**src/rtl/riscv_div_pkg.sv**
```systemverilog
// rtl/riscv_div_pkg.sv - shared types and defaults for the RV32M restoring divider
package riscv_div_pkg;

    localparam int DIV_DATA_WIDTH = 32;

    // One-hot FSM encoding; any other pattern is treated as corrupt and recovers to IDLE.
    typedef enum logic [3:0] {
        IDLE = 4'b0001,
        CALC = 4'b0010,
        FIX  = 4'b0100,
        DONE = 4'b1000
    } div_state_e;

    // Operation encodings shared with the instruction decoder.
    typedef enum logic [1:0] {
        DIV_OP_DIV  = 2'b00,
        DIV_OP_DIVU = 2'b01,
        DIV_OP_REM  = 2'b10,
        DIV_OP_REMU = 2'b11
    } div_op_e;

endpackage

```
**src/rtl/div_step.sv**
```systemverilog
// rtl/div_step.sv - one combinational radix-2 restoring division step
module div_step
    import riscv_div_pkg::*;
#(
    parameter int DATA_WIDTH = DIV_DATA_WIDTH
) (
    input  logic [DATA_WIDTH-1:0] rem_i,
    input  logic                  quo_msb_i,
    input  logic [DATA_WIDTH-1:0] divisor_i,
    output logic [DATA_WIDTH-1:0] rem_o,
    output logic                  q_bit_o
);

    // The shifted partial remainder can exceed DATA_WIDTH bits when the divisor is large.
    logic [DATA_WIDTH:0] shifted;

    assign shifted = {rem_i, quo_msb_i};
    assign q_bit_o = (shifted >= {1'b0, divisor_i});
    // When the trial succeeds the true difference is below the divisor, so it fits in DATA_WIDTH bits.
    assign rem_o   = q_bit_o ? (shifted[DATA_WIDTH-1:0] - divisor_i) : shifted[DATA_WIDTH-1:0];

endmodule

```
**src/rtl/divider_restoring.sv**
```systemverilog
// rtl/divider_restoring.sv - multi-cycle RV32M DIV/DIVU/REM/REMU unit; DIV_EARLY_ZERO_EN skips iteration on divide-by-zero
module divider_restoring
    import riscv_div_pkg::*;
#(
    parameter int DATA_WIDTH = DIV_DATA_WIDTH
) (
    input  logic                  clk,
    input  logic                  rst,
    input  logic                  start,
    input  logic                  signed_op,
    input  logic [DATA_WIDTH-1:0] A,
    input  logic [DATA_WIDTH-1:0] B,
    output logic [DATA_WIDTH-1:0] Q,
    output logic [DATA_WIDTH-1:0] R,
    output logic                  busy,
    output logic                  done
);

    localparam int CNT_W = $clog2(DATA_WIDTH) + 1;

    div_state_e            state_q, state_d;
    logic [CNT_W-1:0]      cnt_q, cnt_d;
    logic [DATA_WIDTH-1:0] rem_q, rem_d;
    logic [DATA_WIDTH-1:0] quo_q, quo_d;
    logic [DATA_WIDTH-1:0] dvs_q, dvs_d;
    logic [DATA_WIDTH-1:0] q_q, q_d;
    logic [DATA_WIDTH-1:0] r_q, r_d;
    logic                  qneg_q, qneg_d;
    logic                  rneg_q, rneg_d;
    logic                  bz_q, bz_d;

    logic [DATA_WIDTH-1:0] a_mag, b_mag, step_rem;
    logic                  step_bit;

    // -0x80000000 wraps to itself, which read unsigned is exactly the magnitude 2^31.
    assign a_mag = (signed_op && A[DATA_WIDTH-1]) ? -A : A;
    assign b_mag = (signed_op && B[DATA_WIDTH-1]) ? -B : B;

    div_step #(
        .DATA_WIDTH(DATA_WIDTH)
    ) u_step (
        .rem_i    (rem_q),
        .quo_msb_i(quo_q[DATA_WIDTH-1]),
        .divisor_i(dvs_q),
        .rem_o    (step_rem),
        .q_bit_o  (step_bit)
    );

    always_comb begin
        state_d = state_q;
        cnt_d   = cnt_q;
        rem_d   = rem_q;
        quo_d   = quo_q;
        dvs_d   = dvs_q;
        q_d     = q_q;
        r_d     = r_q;
        qneg_d  = qneg_q;
        rneg_d  = rneg_q;
        bz_d    = bz_q;
        unique case (state_q)
            IDLE: begin
                if (start) begin
                    rem_d   = '0;
                    quo_d   = a_mag;
                    dvs_d   = b_mag;
                    qneg_d  = signed_op & (A[DATA_WIDTH-1] ^ B[DATA_WIDTH-1]);
                    rneg_d  = signed_op & A[DATA_WIDTH-1];
                    bz_d    = (B == '0);
                    cnt_d   = CNT_W'(DATA_WIDTH);
                    state_d = CALC;
`ifdef DIV_EARLY_ZERO_EN
                    if (B == '0) begin
                        q_d     = '1;
                        r_d     = A;
                        state_d = DONE;
                    end
`endif
                end
            end
            CALC: begin
                rem_d = step_rem;
                quo_d = {quo_q[DATA_WIDTH-2:0], step_bit};
                cnt_d = cnt_q - CNT_W'(1);
                if (cnt_d == '0) begin
                    state_d = FIX;
                end
            end
            FIX: begin
                // With a zero divisor the remainder path already reproduces A; only Q needs forcing.
                q_d     = bz_q ? '1 : (qneg_q ? -quo_q : quo_q);
                r_d     = rneg_q ? -rem_q : rem_q;
                state_d = DONE;
            end
            DONE: begin
                state_d = IDLE;
            end
            default: begin
                state_d = IDLE;
            end
        endcase
    end

    always_ff @(posedge clk) begin
        if (rst) begin
            state_q <= IDLE;
            cnt_q   <= '0;
            rem_q   <= '0;
            quo_q   <= '0;
            dvs_q   <= '0;
            q_q     <= '0;
            r_q     <= '0;
            qneg_q  <= 1'b0;
            rneg_q  <= 1'b0;
            bz_q    <= 1'b0;
        end else begin
            state_q <= state_d;
            cnt_q   <= cnt_d;
            rem_q   <= rem_d;
            quo_q   <= quo_d;
            dvs_q   <= dvs_d;
            q_q     <= q_d;
            r_q     <= r_d;
            qneg_q  <= qneg_d;
            rneg_q  <= rneg_d;
            bz_q    <= bz_d;
        end
    end

    assign Q    = q_q;
    assign R    = r_q;
    assign busy = (state_q == CALC) || (state_q == FIX);
    assign done = (state_q == DONE);

endmodule

```
**config.mk**
```make
export PLATFORM = sky130hd
export DESIGN_NAME = divider_restoring
export DESIGN_NICKNAME = d
export VERILOG_FILES = /design/src/rtl/riscv_div_pkg.sv /design/src/rtl/div_step.sv /design/src/rtl/divider_restoring.sv
export SDC_FILE = /design/constraint.sdc
export NUM_CORES = 1
export LEC_CHECK = 0
export ABC_CLOCK_PERIOD_IN_PS = 3950
export CAP_MARGIN = 5
export CORE_ASPECT_RATIO = 1.2
export CORE_MARGIN = 5
export CORE_UTILIZATION = 57
export DETAILED_ROUTE_END_ITERATION = 8
export GPL_TIMING_DRIVEN = 0
export PLACE_DENSITY = 0.86
export SETUP_SLACK_MARGIN = 0.2
export SYNTH_ARGS = -nofsm -noshare
export SYNTH_HDL_FRONTEND = slang
export SYNTH_HIERARCHICAL = 1
export SYNTH_SLANG_ARGS = --single-unit
export TNS_END_PERCENT = 1
```
**constraint.sdc**
```tcl
create_clock -name clk -period 3.95 [get_ports clk]
set_clock_uncertainty 0.1 [all_clocks]
set_input_delay 0.395 -clock clk [delete_from_list [all_inputs] [get_ports clk]]
set_output_delay 0.395 -clock clk [all_outputs]
set_load 0.02 [all_outputs]
```
==> flow_summary.yaml <==
status:
  outcome: "complete, no violations"
clock_network:
  postCtsSetupBuffers: 0
  h-tree-depth: 4
  clk_latency_ps: 460
  cts_tree: "built"
  cts_root_buf: "clkbuf_16"
  clk_pin_slew_ps: 70
  clock_sinks: 173
  postCtsResizedCells: 0
  cts_made_buffers: 17
  clk_path_buf_depth: 2
  holdBufCountCts: 0
routing:
  drt-met1-wl_mm: 14.3
  top_layer: "met4"
  postRouteAntennaNets: 0
  wl_per_cell_um: 20.8
  drc: 0
  wl_met3_mm: 2.92
  drt_iter0_markers: 1410
  dr_wl_met2_mm: 19.1
  wl_mm: 39.1
  vias: 12200
  first_pass_iters: 6
  vias_per_cell: 6.49
critical_path:
  start_kind: "register"
  path_max_fanout: 10
  r2r_slack_ps: 440
  max_stage_delay_ps: 730
  arrival_ps: 3040
  cpMostUsedCell: "clkbuf_1"
  worstSetupPathType: "reg -> out"
  crit_family: "buffers and inverters"
  critPathBufInv: 3
  crit_chain: "or4b_2 -> clkbuf_1 -> clkbuf_1 -> nand2_1 -> clkdlybuf4s50_1"
  required_ps: 3450
  worstSetupEndpointType: "primary output"
  worst_path_max_delay_cell: "or4b_2"
synth:
  synthArstFlopShare_pct: 0
  yosysWarnings: 6
  syn_nets: 1560
  ys_ff_latch: 173
  seq_area_frac_synth_pct: 30.0
  netlist_area_mm2: 0.0115
  synthTopCellsByArea: "dfxtp_1 30%, a21oi_1 6.1%, xor2_1 5.5%"
  yosysUniqueCellTypes: 81
  ys.flop_type: "dfxtp_1"
  postSynthCellCount: 1453
  yosysMostFrequentCell: "dfxtp_1"
  synth_edf_count: 0
  synth_top_area_cell: "dfxtp_1"
  syn_avg_cell_area_um2: 7.93
  post-synth-top-area-fraction_pct: 30.0
  ys_top_cells_by_count: "173 x dfxtp_1, 141 x a21oi_1, 118 x nand2_1, 109 x nor2_1, 91 x clkbuf_1"
final_layout:
  fin_cells: 1883
  num_antenna_cells: 0
  postLayoutCoreUtil_pct: 68.7
  nets: 1712
  areaGrowthSynthToFinish_pct: 19.9
  fillers: 1696
  final_layout_size_suffix_gt1_share_pct: 5.56
sta:
  fin_crit_ps: 3540
  maxSlewViolCount: 0
  finalHoldViolations: 0
  fmax_ghz: 0.283
  worstMarginPinSlew_ps: 1120
  setup_viol: 0
  rsz0062_at_grt: "false"
  slew_headroom_pct: 23.9
  fin_crit_sh_pct: 89.6
  setup_tns_ps: 0
floorplanning:
  rows: 57
  dieArea_mm2: 0.0232
  floorplan.initialDensity_pct: 57.3
  core_mm2: 0.0201
  die_x_um: 140
  num_io_pins: 134
  die_h_um: 166
placement:
  hpwlAfterDp_mm: 29.7
  io_buffers: 133
  dp_cells: 1851
  gp_congestion: 1.02
power_and_ir_drop:
  ir_drop_mv: 0.288
  power.total_w: 0.00462
  p_per_area_mw_per_mm2: 334
  p_leak_nw: 5.06
flow_run:
  drv_cap: 0
hold_path:
  hp-class: "reg -> reg"
grt:
  grt_max_degree: 18
  grt-ovfl-total: 0
  grt_pass1_vias: 11500
  grt_use_total_pct: 32.4
  grt_pass1_wl_mm: 61.0
  antenna_found_initial: 1
[sequential cells by signal, indices dropped and copies added (netlist names)]
name and cells:
Q 32, R 32, bz_q 1, cnt_q 6, dvs_q 32, qneg_q 1
quo_q 32, rem_q 32, rneg_q 1, state_q 4
[where the power goes]
part,internal [W],leakage [nW],switching (W)
logic,0.000362,3.35,0.000578
registers,0.00181,1.41,0.0000694
clock network,0.000993,0.303,0.000811
total,0.00316,5.06,0.00146
[logic make-up (layout without fill, tap and decap cells)]
logic type / Yosys count / count (layout) / share of synthesized area, %
AND/OR/NAND/NOR: 472 / 472 / 20.7
AO/OA/AOI/OAI: 447 / 447 / 24.7
flip-flops: 173 / 173 / 30.0
buffers and inverters: 148 / 313 / 5.32
XOR/XNOR: 127 / 127 / 9.65
multiplexers: 47 / 47 / 5.29
adder cells (fa/ha/maj): 39 / 39 / 4.30
[per-layer routing]
layer / vias to the layer above / GRT usage, %
met3: 187 / 5.41
met5: - / 0
met2: 687 / 56.5
met4: 0 / 20.0
li1: 5650 / -
met1: 5698 / 36.8
[path summary, 6_finish.rpt]
path | from | endpoint | cells after the start
hold reg to reg | R[25] | R[25] | 2
hold / removal | R[25] | R[25] | 2
setup / recovery | state_q[3] | busy | 5
setup reg to reg | quo_q[31] | rem_q[28] | 13
[metrics by stage]
step                      instance area (um^2)  hold slack, ps  worst slack, ps
after global routing                     13800             385              282
after detailed placement                 13200             352              377
after CTS                                13800             368              355
final                                    13800             366              411
after floorplan                          11500             340             1070
after global placement                   13200             345              406
[worst register-to-register path: cells and delay by family (launching register included)]
kind                       cells  cell delay [ps]
muxes                          1              270
and+or+nand+nor                2              280
xor gates and xnor gates       1              190
adders and majority gates      2              670
AOI/OAI and AO/OA              6             1300
buffers and inverters          1              150
DFF                            1              440
[final cells by class]
cell class	instances	area (um^2)	share of cell area [%]
buffer	99	429	3.11
clock buffer	19	453	3.28
clock inverter	13	170	1.23
inverter	49	184	1.33
multi-input combinational	1132	7460	54.0
sequential	173	3460	25.1
tap	265	332	2.40
timing repair buffer	133	1330	9.63
[layout by cell type (no fill, tap or decap), types with 5 or more instances in the layout]
cell type	n
clkbuf_1	91
nand2b_1	6
a2bb2oi_1	5
nand3_1	55
a31oi_1	17
o21ai_0	90
o31ai_1	28
or3_1	9
and3_1	12
xnor2_1	55
nor4_1	23
nand4_1	16
a211oi_1	25
o211ai_1	9
o22ai_1	33
inv_1	49
o41ai_1	18
a21oi_1	141
nor3_1	38
nor3b_1	16
nor2b_1	14
a21o_1	11
nand2_1	118
nand3b_1	5
mux2i_1	17
nor4b_1	5
or4_1	23
clkbuf_16	17
a22oi_1	17
ha_1	38
a21boi_0	6
xor2_1	72
mux2_4	27
and2_1	5
nor2_1	109
clkdlybuf4s50_1	133
dfxtp_1	173
(Power assumes the default switching activity.)
